<file path="src/rtl/five_stage_pkg.sv">
// Shared state encoding, opcode constants and opcode legality helper for the
// five-stage control sequencer.
package five_stage_pkg;

    typedef enum logic [2:0] {
        ST_FETCH     = 3'b000,
        ST_DECODE    = 3'b001,
        ST_EXECUTE   = 3'b010,
        ST_MEM       = 3'b011,
        ST_WRITE_OUT = 3'b100,
        ST_HALT      = 3'b101
    } state_t;

    localparam logic [5:0] OP_ALU  = 6'h00;
    localparam logic [5:0] OP_ALUI = 6'h01;
    localparam logic [5:0] OP_LD   = 6'h02;
    localparam logic [5:0] OP_ST   = 6'h03;
    localparam logic [5:0] OP_BR   = 6'h04;
    localparam logic [5:0] OP_JMP  = 6'h05;
    localparam logic [5:0] OP_HALT = 6'h3F;

    function automatic logic is_legal_op(input logic [5:0] op);
        case (op)
            OP_ALU, OP_ALUI, OP_LD, OP_ST, OP_BR, OP_JMP, OP_HALT: is_legal_op = 1'b1;
            default:                                              is_legal_op = 1'b0;
        endcase
    endfunction

endpackage

</file>
<file path="src/rtl/five_stage_wait_timer.sv">
// Memory wait-state counter. expired flags the last permitted wait cycle, so
// the sequencer can leave for HALT on that cycle unless an ack arrives.
module five_stage_wait_timer #(
    parameter int TIMEOUT_CYCLES = 16
) (
    input  logic clk,
    input  logic reset,
    input  logic clear,
    input  logic enable,
    output logic expired
);
    localparam int CW = (TIMEOUT_CYCLES > 1) ? $clog2(TIMEOUT_CYCLES) : 1;
    localparam logic [CW-1:0] LAST = (TIMEOUT_CYCLES > 0) ? CW'(TIMEOUT_CYCLES - 1) : '0;

    logic [CW-1:0] cnt_r;

    // Wait counter: cleared on reset or any state change, counts while waiting
    always_ff @(posedge clk) begin
        if (reset || clear) begin
            cnt_r <= '0;
        end else if (enable) begin
            cnt_r <= cnt_r + CW'(1);
        end
    end

    assign expired = (TIMEOUT_CYCLES > 0) && (cnt_r == LAST);

endmodule

</file>
<file path="src/rtl/five_stage_ctrl_fsm.sv">
// Multi-cycle control sequencer for processor_five_stage.
// Define FIVE_STAGE_PERF_CNT_EN to build the cycle/retire performance counters.
module five_stage_ctrl_fsm
    import five_stage_pkg::*;
#(
    parameter int TIMEOUT_CYCLES = 16,
    parameter int CNT_W          = 32
) (
    input  logic             clk,
    input  logic             reset,
    input  logic [5:0]       opcode,
    input  logic             branch_taken,
    input  logic             imem_ack,
    input  logic             dmem_ack,
    output logic [2:0]       current_state,
    output logic             imem_req,
    output logic             ir_load,
    output logic             pc_inc,
    output logic             pc_load,
    output logic             rf_re,
    output logic             alu_en,
    output logic             dmem_req,
    output logic             dmem_we,
    output logic             rf_we,
    output logic             instr_retire,
    output logic             halted,
    output logic             illegal_op,
    output logic             bus_err,
    output logic [CNT_W-1:0] cycle_cnt,
    output logic [CNT_W-1:0] retire_cnt
);
    state_t state_r;
    state_t state_next;
    logic   set_illegal;
    logic   set_bus;
    logic   wait_expired;

    five_stage_wait_timer #(
        .TIMEOUT_CYCLES(TIMEOUT_CYCLES)
    ) u_wait_timer (
        .clk    (clk),
        .reset  (reset),
        .clear  (state_next != state_r),
        .enable ((state_r == ST_FETCH) || (state_r == ST_MEM)),
        .expired(wait_expired)
    );

    // State register
    always_ff @(posedge clk) begin
        if (reset) begin
            state_r <= ST_FETCH;
        end else begin
            state_r <= state_next;
        end
    end

    // Next-state and strobe decode; strobes are held low while reset is asserted
    always_comb begin
        state_next   = state_r;
        imem_req     = 1'b0;
        ir_load      = 1'b0;
        pc_inc       = 1'b0;
        pc_load      = 1'b0;
        rf_re        = 1'b0;
        alu_en       = 1'b0;
        dmem_req     = 1'b0;
        dmem_we      = 1'b0;
        rf_we        = 1'b0;
        instr_retire = 1'b0;
        set_illegal  = 1'b0;
        set_bus      = 1'b0;
        if (reset) begin
            state_next = ST_FETCH;
        end else begin
            case (state_r)
                ST_FETCH: begin
                    imem_req = 1'b1;
                    if (imem_ack) begin
                        ir_load    = 1'b1;
                        pc_inc     = 1'b1;
                        state_next = ST_DECODE;
                    end else if (wait_expired) begin
                        state_next = ST_HALT;
                        set_bus    = 1'b1;
                    end else begin
                        state_next = ST_FETCH;
                    end
                end
                ST_DECODE: begin
                    rf_re = 1'b1;
                    if (opcode == OP_HALT) begin
                        state_next   = ST_HALT;
                        instr_retire = 1'b1;
                    end else if (!is_legal_op(opcode)) begin
                        state_next  = ST_HALT;
                        set_illegal = 1'b1;
                    end else begin
                        state_next = ST_EXECUTE;
                    end
                end
                ST_EXECUTE: begin
                    alu_en = 1'b1;
                    case (opcode)
                        OP_LD, OP_ST:    state_next = ST_MEM;
                        OP_ALU, OP_ALUI: state_next = ST_WRITE_OUT;
                        OP_BR: begin
                            pc_load      = branch_taken;
                            instr_retire = 1'b1;
                            state_next   = ST_FETCH;
                        end
                        OP_JMP: begin
                            pc_load      = 1'b1;
                            instr_retire = 1'b1;
                            state_next   = ST_FETCH;
                        end
                        default: begin
                            state_next  = ST_HALT;
                            set_illegal = 1'b1;
                        end
                    endcase
                end
                ST_MEM: begin
                    dmem_req = 1'b1;
                    dmem_we  = (opcode == OP_ST);
                    if (dmem_ack) begin
                        if (opcode == OP_ST) begin
                            instr_retire = 1'b1;
                            state_next   = ST_FETCH;
                        end else begin
                            state_next = ST_WRITE_OUT;
                        end
                    end else if (wait_expired) begin
                        state_next = ST_HALT;
                        set_bus    = 1'b1;
                    end else begin
                        state_next = ST_MEM;
                    end
                end
                ST_WRITE_OUT: begin
                    rf_we        = 1'b1;
                    instr_retire = 1'b1;
                    state_next   = ST_FETCH;
                end
                ST_HALT: begin
                    state_next = ST_HALT;
                end
                default: begin
                    state_next  = ST_HALT;
                    set_illegal = 1'b1;
                end
            endcase
        end
    end

    // Sticky halt cause flags
    always_ff @(posedge clk) begin
        if (reset) begin
            halted     <= 1'b0;
            illegal_op <= 1'b0;
            bus_err    <= 1'b0;
        end else begin
            if (state_next == ST_HALT) halted     <= 1'b1;
            if (set_illegal)           illegal_op <= 1'b1;
            if (set_bus)               bus_err    <= 1'b1;
        end
    end

    assign current_state = state_r;

`ifdef FIVE_STAGE_PERF_CNT_EN
    logic [CNT_W-1:0] cycle_cnt_r;
    logic [CNT_W-1:0] retire_cnt_r;

    // Performance counters, frozen once halted
    always_ff @(posedge clk) begin
        if (reset) begin
            cycle_cnt_r  <= '0;
            retire_cnt_r <= '0;
        end else if (state_r != ST_HALT) begin
            cycle_cnt_r <= cycle_cnt_r + CNT_W'(1);
            if (instr_retire) retire_cnt_r <= retire_cnt_r + CNT_W'(1);
        end
    end

    assign cycle_cnt  = cycle_cnt_r;
    assign retire_cnt = retire_cnt_r;
`else
    assign cycle_cnt  = '0;
    assign retire_cnt = '0;
`endif

endmodule
</file>
<file path="config.mk">
export PLATFORM = sky130hd
export DESIGN_NAME = five_stage_ctrl_fsm
export DESIGN_NICKNAME = d
export VERILOG_FILES = /design/src/rtl/five_stage_pkg.sv /design/src/rtl/five_stage_wait_timer.sv /design/src/rtl/five_stage_ctrl_fsm.sv
export SDC_FILE = /design/constraint.sdc
export NUM_CORES = 1
export LEC_CHECK = 0
export ABC_AREA = 1
export BUFFER_PORTS_ARGS = -buffer_cell sky130_fd_sc_hd__buf_2
export CAP_MARGIN = 20
export CORE_MARGIN = 2
export CORE_UTILIZATION = 42
export CTS_BUF_LIST = sky130_fd_sc_hd__clkbuf_4 sky130_fd_sc_hd__clkbuf_8
export CTS_CLUSTER_SIZE = 12
export DETAILED_ROUTE_END_ITERATION = 6
export PLACE_DENSITY = 0.83
export SLEW_MARGIN = 20
export SYNTH_ARGS = -nofsm -noshare
export SYNTH_HDL_FRONTEND = slang
export SYNTH_SLANG_ARGS = --single-unit
</file>
<file path="constraint.sdc">
create_clock -name clk -period 1.6 [get_ports clk]
set_input_delay 0.16 -clock clk [delete_from_list [all_inputs] [get_ports clk]]
set_output_delay 0.16 -clock clk [all_outputs]
set_load 0.05 [all_outputs]
</file>
==> out/results.ini <==
[status]
outcome = finished, violations left
violations = setup timing

[placed_design]
hpwl_mm = 1.88
portBuffers = 26
placed_area_um2 = 1270
dp_worst_setup_slack_ns = 0.0793
gp_congestion = 0.898
placed_cells = 247

[critical_path]
critical_path_class = register to primary output
required_ns = 1.44
critPathLaunchType = register
endpoint_kind = primary output
path_max_fanout = 5
worst_r2r_endpoint = u_wait_timer.cnt_r[3]
reg2reg_from = current_state[1]
critPathArrivalTime_ns = 1.49
r2r_cells = 10
r2r_setup_slack_ns = 0.08

[cts]
cts_tree = yes
cts_hold_buf = 0
htreeDepth = 1
cts_sinks = 10
path_clk_slew_ns = 0.07
cts.root.buffer_cell = clkbuf_4
clock_latency_ns = 0.26
clockBufferDepth = 2
cts_made_buffers = 3

[global_route]
grt_max_degree = 9
grt.total_usage = 0.121
grt_pass1_wl_mm = 3.23
grt_pass1_vias = 815
globalRouteOverflowTotal = 0
antenna_found_initial = 0

[synth]
synth_compound_area_frac = 0.0429
synth_simple_gate_area_share = 0.291
synth-adder-area-share = 0.0102
ys_types = 25
synth_area_leader_cell = buf_4
synth_top_family_by_area = buffers and inverters
synth_top_area_frac = 0.398
synth_cells = 186
synth_xor_area_frac = 0.0214
muxShareOfSynthArea = 0.00918
syn_area_per_cell_um2 = 6.59
synth_area_um2 = 1230
synth_seq_cells = 10
yosysSeqAreaShare = 0.163
netlist_top_cells_area = buf_4, dfxtp_1, nand2_1, nor2_1, inv_1
yosys_warnings = 0

[worst_hold_path]
hp-class = primary input to register
worstHoldEndpoint = halted
hold-path-cell-count = 3
hold_path.startpoint = reset

[power_and_ir_drop]
p_comb_frac = 0.587
p_leak_nw = 0.781
p_sw_uw = 664
clkPwrFrac = 0.163
vdd_drop_max_v = 0.000758
p_int_uw = 506
swShare = 0.568
p_seq_frac = 0.250
powerDensity_nw_per_um2 = 832

[routing]
remaining_drc_errors = 0
via_per_inst = 4.07
ant_nets = 0
drt_iter0_drc = 22
via_count = 1054
drt-total-wl_mm = 2.33
wire_per_inst_um = 8.99
first_pass_iters = 4

[floorplan]
rows = 19
die_w_um = 58.0
io_pins = 91
start_util = 0.445
die_h_um = 58.0
die_area_um2 = 3370
coreArea_um2 = 2760

[finish]
layout.nets = 241
fin_area_um2 = 1410
instances_no_fill = 259
nFillCells = 290
antenna_cells = 0
drive_gt1_frac = 0.303
syn_to_final_growth_pct = 14.7
post-route-util = 0.510

[timing]
setup_viol = 5
finalCritPeriodShare = 1.03
postLayoutSetupSlackWorst_ns = -0.0541
final_hold_viol_count = 0
slew_violations = 0
fmax_ghz = 0.605
rsz0062_at_grt = yes
min_period_ns = 1.65
skew_ns = 0.00965

[flow_run]
cap_viol_max_count = 0

-- critical path: stages, from the launching register on --
cell	delay [ns]
dfxtp_4	0.37
nor2_1	0.23
nand3_1	0.18
buf_4	0.18
nor2_4	0.08
buf_4	0.20
-- cells by family after synthesis --
group           after synthesis
fa+ha+maj                     1
simple gates                 76
buf+inv                      85
compound gates                9
other cells                   1
flops                        10
mux                           1
xor+xnor                      3
-- worst max path at each step --
stage                   end  slack [ns]  depth (start not counted)             start
2_1_floorplan       dmem_we       -0.04                          4  current_state[0]
3_3_place_gp   instr_retire        0.09                          5  current_state[1]
3_5_place_dp   instr_retire        0.08                          5  current_state[1]
4_1_cts             pc_load       -0.05                          5  current_state[0]
5_1_grt             pc_load       -0.11                          5  current_state[0]
6_report             pc_inc       -0.05                          5  current_state[1]
-- placed cells by master (no fill, tap or decap), types with 5 or more instances in the layout --
cell type and n:
nand3_1 10, buf_4 18, nor2_2 5, nand2_1 25
dfxtp_1 7, nor2_1 18, inv_1 16, buf_2 19
clkbuf_4 5, conb_1 64, nand4_1 6
-- timing repair --
action	4_1_cts	5_1_grt
buffers inserted	4	4
resized for setup	11	6
endpoints found under the setup margin	7	12
pin swaps	4	2
-- synth_stat cells --
cell type and instances:
a21oi_1 3, a31oi_1 1, a41oi_1 1, buf_4 65
clkbuf_1 1, conb_1 1, dfxtp_1 10, ha_1 1
inv_1 18, inv_2 1, mux2_2 1, nand2_1 26
nand2_2 2, nand3_1 10, nand3_2 2, nand4_1 6
nor2_1 23, nor2_2 3, nor3_1 1, nor3_4 1
nor4_1 2, o21ai_0 3, o21bai_1 1, xnor2_1 2
xor2_1 1
-- sequential cells by signal, indices dropped and copies added (netlist names) --
| register | flops |
|---|---|
| illegal_op | 1 |
| u_wait_timer.cnt_r | 4 |
| bus_err | 1 |
| halted | 1 |
| current_state | 3 |
-- layer usage --
layer / part of all wire / vias up / track usage / wire length (um)
met4: 0.0069 / 0 / 0.0299 / 16
met2: 0.49 / 59 / 0.201 / 1150
met1: 0.41 / 454 / 0.156 / 959
li1: - / 539 / - / -
met3: 0.089 / 2 / 0.0335 / 207
met5: 0 / - / 0 / 0
-- layout make-up --
class,count,area [um^2],area share
clock buffer,4,30.0,0.0214
inverter,19,76.3,0.0543
multi-input combinational,154,778,0.553
sequential,10,211,0.150
tap,31,38.8,0.0276
timing repair buffer,41,272,0.193
-- power groups by stage --
stage | Clock [mW] | Combinational (mW) | Sequential (mW)
after floorplan | 0 | 0.648 | 0.343
after global placement | 0 | 0.641 | 0.302
after detailed placement | 0 | 0.642 | 0.303
after CTS | 0.197 | 0.658 | 0.298
after global routing | 0.217 | 0.722 | 0.297
final | 0.191 | 0.687 | 0.293
-- through the flow --
| stage | hold WS [ns] | total power, mW | setup TNS, ns |
|---|---|---|---|
| floorplan | 0.379 | 0.991 | -0.0807 |
| global placement | 0.457 | 0.942 | 0 |
| detailed placement | 0.455 | 0.945 | 0 |
| CTS | 0.378 | 1.15 | -0.0824 |
| global route | 0.408 | 1.24 | -0.639 |
| finish | 0.398 | 1.17 | -0.202 |
(Power assumes the default switching activity.)
